**config.mk**
```make
export PLATFORM = sky130hd
export DESIGN_NAME = riscv_mem_arbiter
export DESIGN_NICKNAME = d
export VERILOG_FILES = /design/src/rtl/riscv_mem_arbiter.sv
export SDC_FILE = /design/constraint.sdc
export NUM_CORES = 1
export LEC_CHECK = 0
export ABC_CLOCK_PERIOD_IN_PS = 2400
export CAP_MARGIN = 10
export CORE_ASPECT_RATIO = 0.9
export CORE_MARGIN = 4
export CORE_UTILIZATION = 37
export CTS_BUF_LIST = sky130_fd_sc_hd__clkbuf_4
export DETAILED_ROUTE_END_ITERATION = 12
export PLACE_DENSITY = 0.83
export SYNTH_ARGS = -nofsm -noshare
export SYNTH_HDL_FRONTEND = slang
export SYNTH_SLANG_ARGS = --single-unit
export TNS_END_PERCENT = 20
```
**constraint.sdc**
```tcl
create_clock -name clk -period 2.4 [get_ports clk]
set_input_delay 0.24 -clock clk [delete_from_list [all_inputs] [get_ports clk]]
set_output_delay 0.24 -clock clk [all_outputs]
set_load 0.005 [all_outputs]
```
**src/rtl/riscv_mem_arbiter.sv**
```systemverilog
// Single-port SRAM arbiter shared by the instruction fetch and data ports.
// Data wins by default; a bounded starvation counter guarantees fetch progress.
module riscv_mem_arbiter #(
   parameter int MEM_AW     = 14,
   parameter int STARVE_MAX = 3
) (
   input  logic              clk,
   input  logic              rstn,
   input  logic              i_req,
   input  logic [31:0]       i_addr,
   output logic              i_gnt,
   output logic              i_rvalid,
   output logic [31:0]       i_rdata,
   input  logic              d_req,
   input  logic              d_we,
   input  logic [3:0]        d_be,
   input  logic [31:0]       d_addr,
   input  logic [31:0]       d_wdata,
   output logic              d_gnt,
   output logic              d_rvalid,
   output logic [31:0]       d_rdata,
   output logic              mem_en,
   output logic              mem_we,
   output logic [MEM_AW-1:0] mem_addr,
   output logic [31:0]       mem_wdata,
   input  logic [31:0]       mem_rdata
);

   localparam logic [0:0] ST_ACCEPT = 1'b0;
   localparam logic [0:0] ST_RMW_WR = 1'b1;
   localparam logic [3:0] STARVE_LIM = STARVE_MAX[3:0];

   logic [0:0]        state_q, state_d;
   logic [3:0]        starve_cnt_q, starve_cnt_d;
   logic              i_rvalid_q, i_rvalid_d;
   logic              d_rvalid_q, d_rvalid_d;
   logic [MEM_AW-1:0] rmw_addr_q, rmw_addr_d;
   logic [31:0]       rmw_wdata_q, rmw_wdata_d;
   logic [3:0]        rmw_be_q, rmw_be_d;

   logic              i_gnt_s, d_gnt_s, mem_en_s, mem_we_s;
   logic [MEM_AW-1:0] mem_addr_s;
   logic [31:0]       mem_wdata_s;
   logic              unused_s;

   function automatic logic [31:0] merge_lanes(input logic [31:0] new_w,
                                               input logic [31:0] old_w,
                                               input logic [3:0]  be);
      logic [31:0] res;
      res = 32'h0000_0000;
      for (int l = 0; l < 4; l++) begin
         res[8*l +: 8] = be[l] ? new_w[8*l +: 8] : old_w[8*l +: 8];
      end
      return res;
   endfunction

   // Arbitration, SRAM strobes and next-state; everything is held quiet while rstn is low.
   always_comb begin
      i_gnt_s      = 1'b0;
      d_gnt_s      = 1'b0;
      mem_en_s     = 1'b0;
      mem_we_s     = 1'b0;
      mem_addr_s   = '0;
      mem_wdata_s  = 32'h0000_0000;
      i_rvalid_d   = 1'b0;
      d_rvalid_d   = 1'b0;
      state_d      = state_q;
      rmw_addr_d   = rmw_addr_q;
      rmw_wdata_d  = rmw_wdata_q;
      rmw_be_d     = rmw_be_q;
      if (!rstn) begin
         state_d = ST_ACCEPT;
      end else begin
         case (state_q)
            ST_ACCEPT: begin
               if (d_req && !(i_req && (starve_cnt_q == STARVE_LIM))) begin
                  d_gnt_s = 1'b1;
                  if (!d_we) begin
                     mem_en_s   = 1'b1;
                     mem_addr_s = d_addr[MEM_AW+1:2];
                     d_rvalid_d = 1'b1;
                  end else if (d_be == 4'hF) begin
                     mem_en_s    = 1'b1;
                     mem_we_s    = 1'b1;
                     mem_addr_s  = d_addr[MEM_AW+1:2];
                     mem_wdata_s = d_wdata;
                  end else if (d_be != 4'h0) begin
                     // Partial store: fetch the old word now, merge and write next cycle.
                     mem_en_s    = 1'b1;
                     mem_addr_s  = d_addr[MEM_AW+1:2];
                     rmw_addr_d  = d_addr[MEM_AW+1:2];
                     rmw_wdata_d = d_wdata;
                     rmw_be_d    = d_be;
                     state_d     = ST_RMW_WR;
                  end else begin
                     mem_en_s = 1'b0;
                  end
               end else if (i_req) begin
                  i_gnt_s    = 1'b1;
                  mem_en_s   = 1'b1;
                  mem_addr_s = i_addr[MEM_AW+1:2];
                  i_rvalid_d = 1'b1;
               end else begin
                  state_d = ST_ACCEPT;
               end
            end
            ST_RMW_WR: begin
               mem_en_s    = 1'b1;
               mem_we_s    = 1'b1;
               mem_addr_s  = rmw_addr_q;
               mem_wdata_s = merge_lanes(rmw_wdata_q, mem_rdata, rmw_be_q);
               state_d     = ST_ACCEPT;
            end
            default: begin
               state_d = ST_ACCEPT;
            end
         endcase
      end
   end

   // Starvation counter: counts data grants that overtook a pending fetch.
   always_comb begin
      starve_cnt_d = starve_cnt_q;
      if (!i_req || i_gnt_s) begin
         starve_cnt_d = 4'h0;
      end else if (d_gnt_s && (starve_cnt_q < STARVE_LIM)) begin
         starve_cnt_d = starve_cnt_q + 4'h1;
      end else begin
         starve_cnt_d = starve_cnt_q;
      end
   end

   // State, counter, read-valid and RMW latch registers.
   always_ff @(posedge clk or negedge rstn) begin
      if (!rstn) begin
         state_q      <= ST_ACCEPT;
         starve_cnt_q <= 4'h0;
         i_rvalid_q   <= 1'b0;
         d_rvalid_q   <= 1'b0;
         rmw_addr_q   <= '0;
         rmw_wdata_q  <= 32'h0000_0000;
         rmw_be_q     <= 4'h0;
      end else begin
         state_q      <= state_d;
         starve_cnt_q <= starve_cnt_d;
         i_rvalid_q   <= i_rvalid_d;
         d_rvalid_q   <= d_rvalid_d;
         rmw_addr_q   <= rmw_addr_d;
         rmw_wdata_q  <= rmw_wdata_d;
         rmw_be_q     <= rmw_be_d;
      end
   end

   assign i_gnt     = i_gnt_s;
   assign d_gnt     = d_gnt_s;
   assign mem_en    = mem_en_s;
   assign mem_we    = mem_we_s;
   assign mem_addr  = mem_addr_s;
   assign mem_wdata = mem_wdata_s;
   assign i_rvalid  = i_rvalid_q;
   assign d_rvalid  = d_rvalid_q;
   assign i_rdata   = i_rvalid_q ? mem_rdata : 32'h0000_0000;
   assign d_rdata   = d_rvalid_q ? mem_rdata : 32'h0000_0000;

   // Byte offset and bits above the SRAM window alias away.
   assign unused_s = ^{i_addr[31:MEM_AW+2], i_addr[1:0], d_addr[31:MEM_AW+2], d_addr[1:0]};

endmodule

```
==> flow_summary_export.csv <==
group,metric,value,unit
critical_path,path_cells,"ha_4, nor4bb_4, nor4b_4, buf_4, buf_8, o2bb2ai_1, buf_2",
sta,fin_skew,12.84,ps
drt,drtAntennaViolNets,0,
synth,yosys_register_bits,57,
clock_network,cts.clk_slew.worst_paths,100,ps
power_and_ir_drop,seqPwrFrac,48.4,%
critical_path,crit_family,"simple AND/OR/NAND/NOR gates",
critical_path,crit_type,"reg2out",
final_layout,area_growth,71.12,%
place,io_buffer_count,216,
global_routing,grt_pass1_wl,20760,um
drt,vias,3773,
final_layout,antenna_cells,0,
place,dpl-instance-area,6071,um^2
synth,synth_most_common_cell,"and2_1",
critical_path,r2r_slack,220,ps
critical_path,cp_max_fo,8,
sta,hold_viol_final,0,
synth,synth_common_cells,"64 x and2_1, 57 x dfrtp_1, 47 x mux2_2",
worst_hold_path,min_path_type,"in2async",
critical_path,crit_path_start,"starve_cnt_q[0]",
sta,worst_pin_slew,547.3,ps
critical_path,reg2reg_depth,7,
critical_path,cp_slowest_cell,"dfrtp_1",
floorplan,num_rows,34,
synth,synth-seq-area-share,38.28,%
power_and_ir_drop,pwr-share-clk,20.7,%
synth,syn_inst,358,
final_layout,final_cells,726,
floorplan,ioPinCount,253,
floorplan,coreArea,9742,um^2
sta,fmax,422.8,MHz
synth,yosysTopAreaCell,"dfrtp_1",
sta,rsz0062_at_grt,"true",
final_layout,nFillCells,808,
power_and_ir_drop,peakVddDrop,0.2019,mV
synth,synth_area,3726,um^2
global_routing,grt_overflow_total,0,
global_routing,antenna_found_initial,0,
sta,drv_slew,0,
global_routing,grt_pass1_vias,3953,
drt,drt-initial-drc-count,151,
global_routing,grt_usage,22.45,%
place,dp_hpwl,9706,um
drt,drc,0,
synth,synth_fp_nets,496,
status,outcome,"complete, no violations",
floorplan,dieArea,11740,um^2
clock_network,insertion_delay,400,ps
power_and_ir_drop,p_sw,0.8576,mW
synth,synthFlopType,"dfrtp_1",
place,gp_congestion,0.8609,
final_layout,fin_area,6376,um^2
sta,setup_viol_count_final,0,
sta,fin_crit,2365,ps
drt,wire_per_inst,18.50,um
clock_network,clockBufferDepth,2,
final_layout,utilization,65.45,%
power_and_ir_drop,leakage,2.769,nW
drt,wl,13430,um
drt,via_per_inst,5.197,
synth,synth_top_area_share,38.28,%
global_routing,grt_max_degree,36,
clock_network,numCtsBuffers,9,
floorplan,initial_utilization,38.25,%
clock_network,clock_sinks,57,
synth,synthTopCellsByArea,"dfrtp_1 38%, mux2_2 14%, and2_1 11%, mux2i_1 8.6%, o2bb2ai_1 7.5%",
synth,synth_cell_types,38,
clock_network,cts_tree,"yes",
critical_path,crit_required,2160,ps
critical_path,critPathArrivalTime,2130,ps
critical_path,path_buf_inv,3,
critical_path,cp-end-kind,"output port",
final_layout,drive_gt1_share,29.50,%
clock_network,cts_root_buf,"clkbuf_4",
power_and_ir_drop,p_per_area,434.0,nW/um^2
synth,yosysWarnings,0,
sta,relSlewSlack,63.21,%
critical_path,timing.rr.end,"rmw_wdata_q[7]",
place,dp.cells,694,
synth,synth_edf_count,0,
final_layout,fin_nets,733,
critical_path,r2r_start,"starve_cnt_q[0]",
power_and_ir_drop,finalPower,2.767,mW
critical_path,slowest_delay,420,ps
clock_network,h-tree-depth,3,
critical_path,start_kind,"register",
floorplan,die_h,103.2,um
synth,syn_area_per_cell,10.41,um^2
synth,async_reset_ff_share,100.0,%
power_and_ir_drop,swShare,30.99,%
power_and_ir_drop,comb_power_share,30.9,%
sta,post-route-period-util,98.55,%
floorplan,die_w,113.8,um
run,maxCapViolCount,0,
drt,dr.pass1.iters,5,
power_and_ir_drop,p_int,1.910,mW
==> repair_timing <==
item	in CTS	in global routing
hold endpoints to repair	57	0
gates cloned	2	0
setup buffers	10	6
hold buffers	1	0
resized for setup	221	26
pin swaps	10	4
setup endpoints to repair	50	49
==> how the worst max path moves through the flow <==
| stage | endpoint | slack, ps | cells after the start |
|---|---|---|---|
| floorplan | rmw_addr_q[0] | 440 | 6 |
| global placement | mem_addr[7] | -130 | 5 |
| detailed placement | mem_wdata[30] | -140 | 6 |
| CTS | mem_wdata[21] | -160 | 9 |
| global route | mem_wdata[19] | -80 | 7 |
| finish | mem_wdata[19] | 30 | 7 |
==> power by group through the flow <==
stage	Clock [mW]	Sequential, mW	Combinational [mW]
finish	0.573	1.34	0.854
CTS	0.598	1.33	0.833
detailed placement	0	1.35	0.829
global route	0.635	1.37	0.930
floorplan	0	1.25	0.478
global placement	0	1.34	0.798
==> worst min-delay path, cell delays in order <==
cell	delay, ps
dlygate4sd3_1	530
buf_2	150
buf_4	350
==> layout make-up <==
class                           count  area (um^2)  area share [%]
Clock buffer                       10        75.07           1.177
Clock inverter                      6        25.02          0.3925
Inverter                           19        71.32           1.119
Multi-Input combinational cell    255         2315           36.30
Sequential cell                    57         1429           22.41
Tap cell                          126        157.7           2.473
Timing Repair Buffer              253         2303           36.13
==> cell families (layout without fill, tap and decap cells) <==
group                      Yosys count  in the layout  share of synthesized area [%]
AOI/OAI and AO/OA                   71             72                          14.91
adders and majority gates            1              1                         0.3357
buffers and inverters               47            288                          6.111
DFF                                 57             57                          38.28
muxes                               82             82                          23.71
and+or+nand+nor                    100            100                          16.66
==> per-layer routing <==
metal | vias up | global-route usage (%) | wire (um)
met2 | 155 | 42.46 | 7193
li1 | 1777 | - | -
met1 | 1825 | 24.86 | 5058
met5 | - | 0 | 0
met3 | 16 | 5.468 | 995
met4 | 0 | 7.580 | 181
==> state kept, by name, summed over array words and instances (netlist names) <==
name,count
state_q,1
d_rvalid,1
starve_cnt_q,4
rmw_addr_q,14
rmw_wdata_q,32
i_rvalid,1
rmw_be_q,4
==> metrics by stage <==
step	hold WS [ps]	setup TNS (ps)	setup slack (ps)
after detailed placement	341.0	-5148	-138.9
after global placement	345.8	-3997	-128.0
final	464.3	0	34.79
after CTS	432.1	-2874	-160.8
after floorplan	-55.59	0	444.8
after global routing	453.3	-1043	-81.32
==> cells in the final DEF, fill, tap and decap left out, drive strengths merged, types with 6 or more instances in the layout <==
| master | netlist | final |
|---|---|---|
| o221ai | 14 | 14 |
| o21ai | 16 | 16 |
| clkdlybuf4s50 | 0 | 165 |
| o2bb2ai | 32 | 32 |
| and2 | 65 | 65 |
| clkbuf | 13 | 10 |
| dfrtp | 57 | 57 |
| inv | 19 | 19 |
| nand2 | 17 | 17 |
| mux2 | 50 | 50 |
| mux2i | 32 | 32 |
| clkinv | 0 | 6 |
| buf | 15 | 83 |
(Power assumes the default switching activity.)
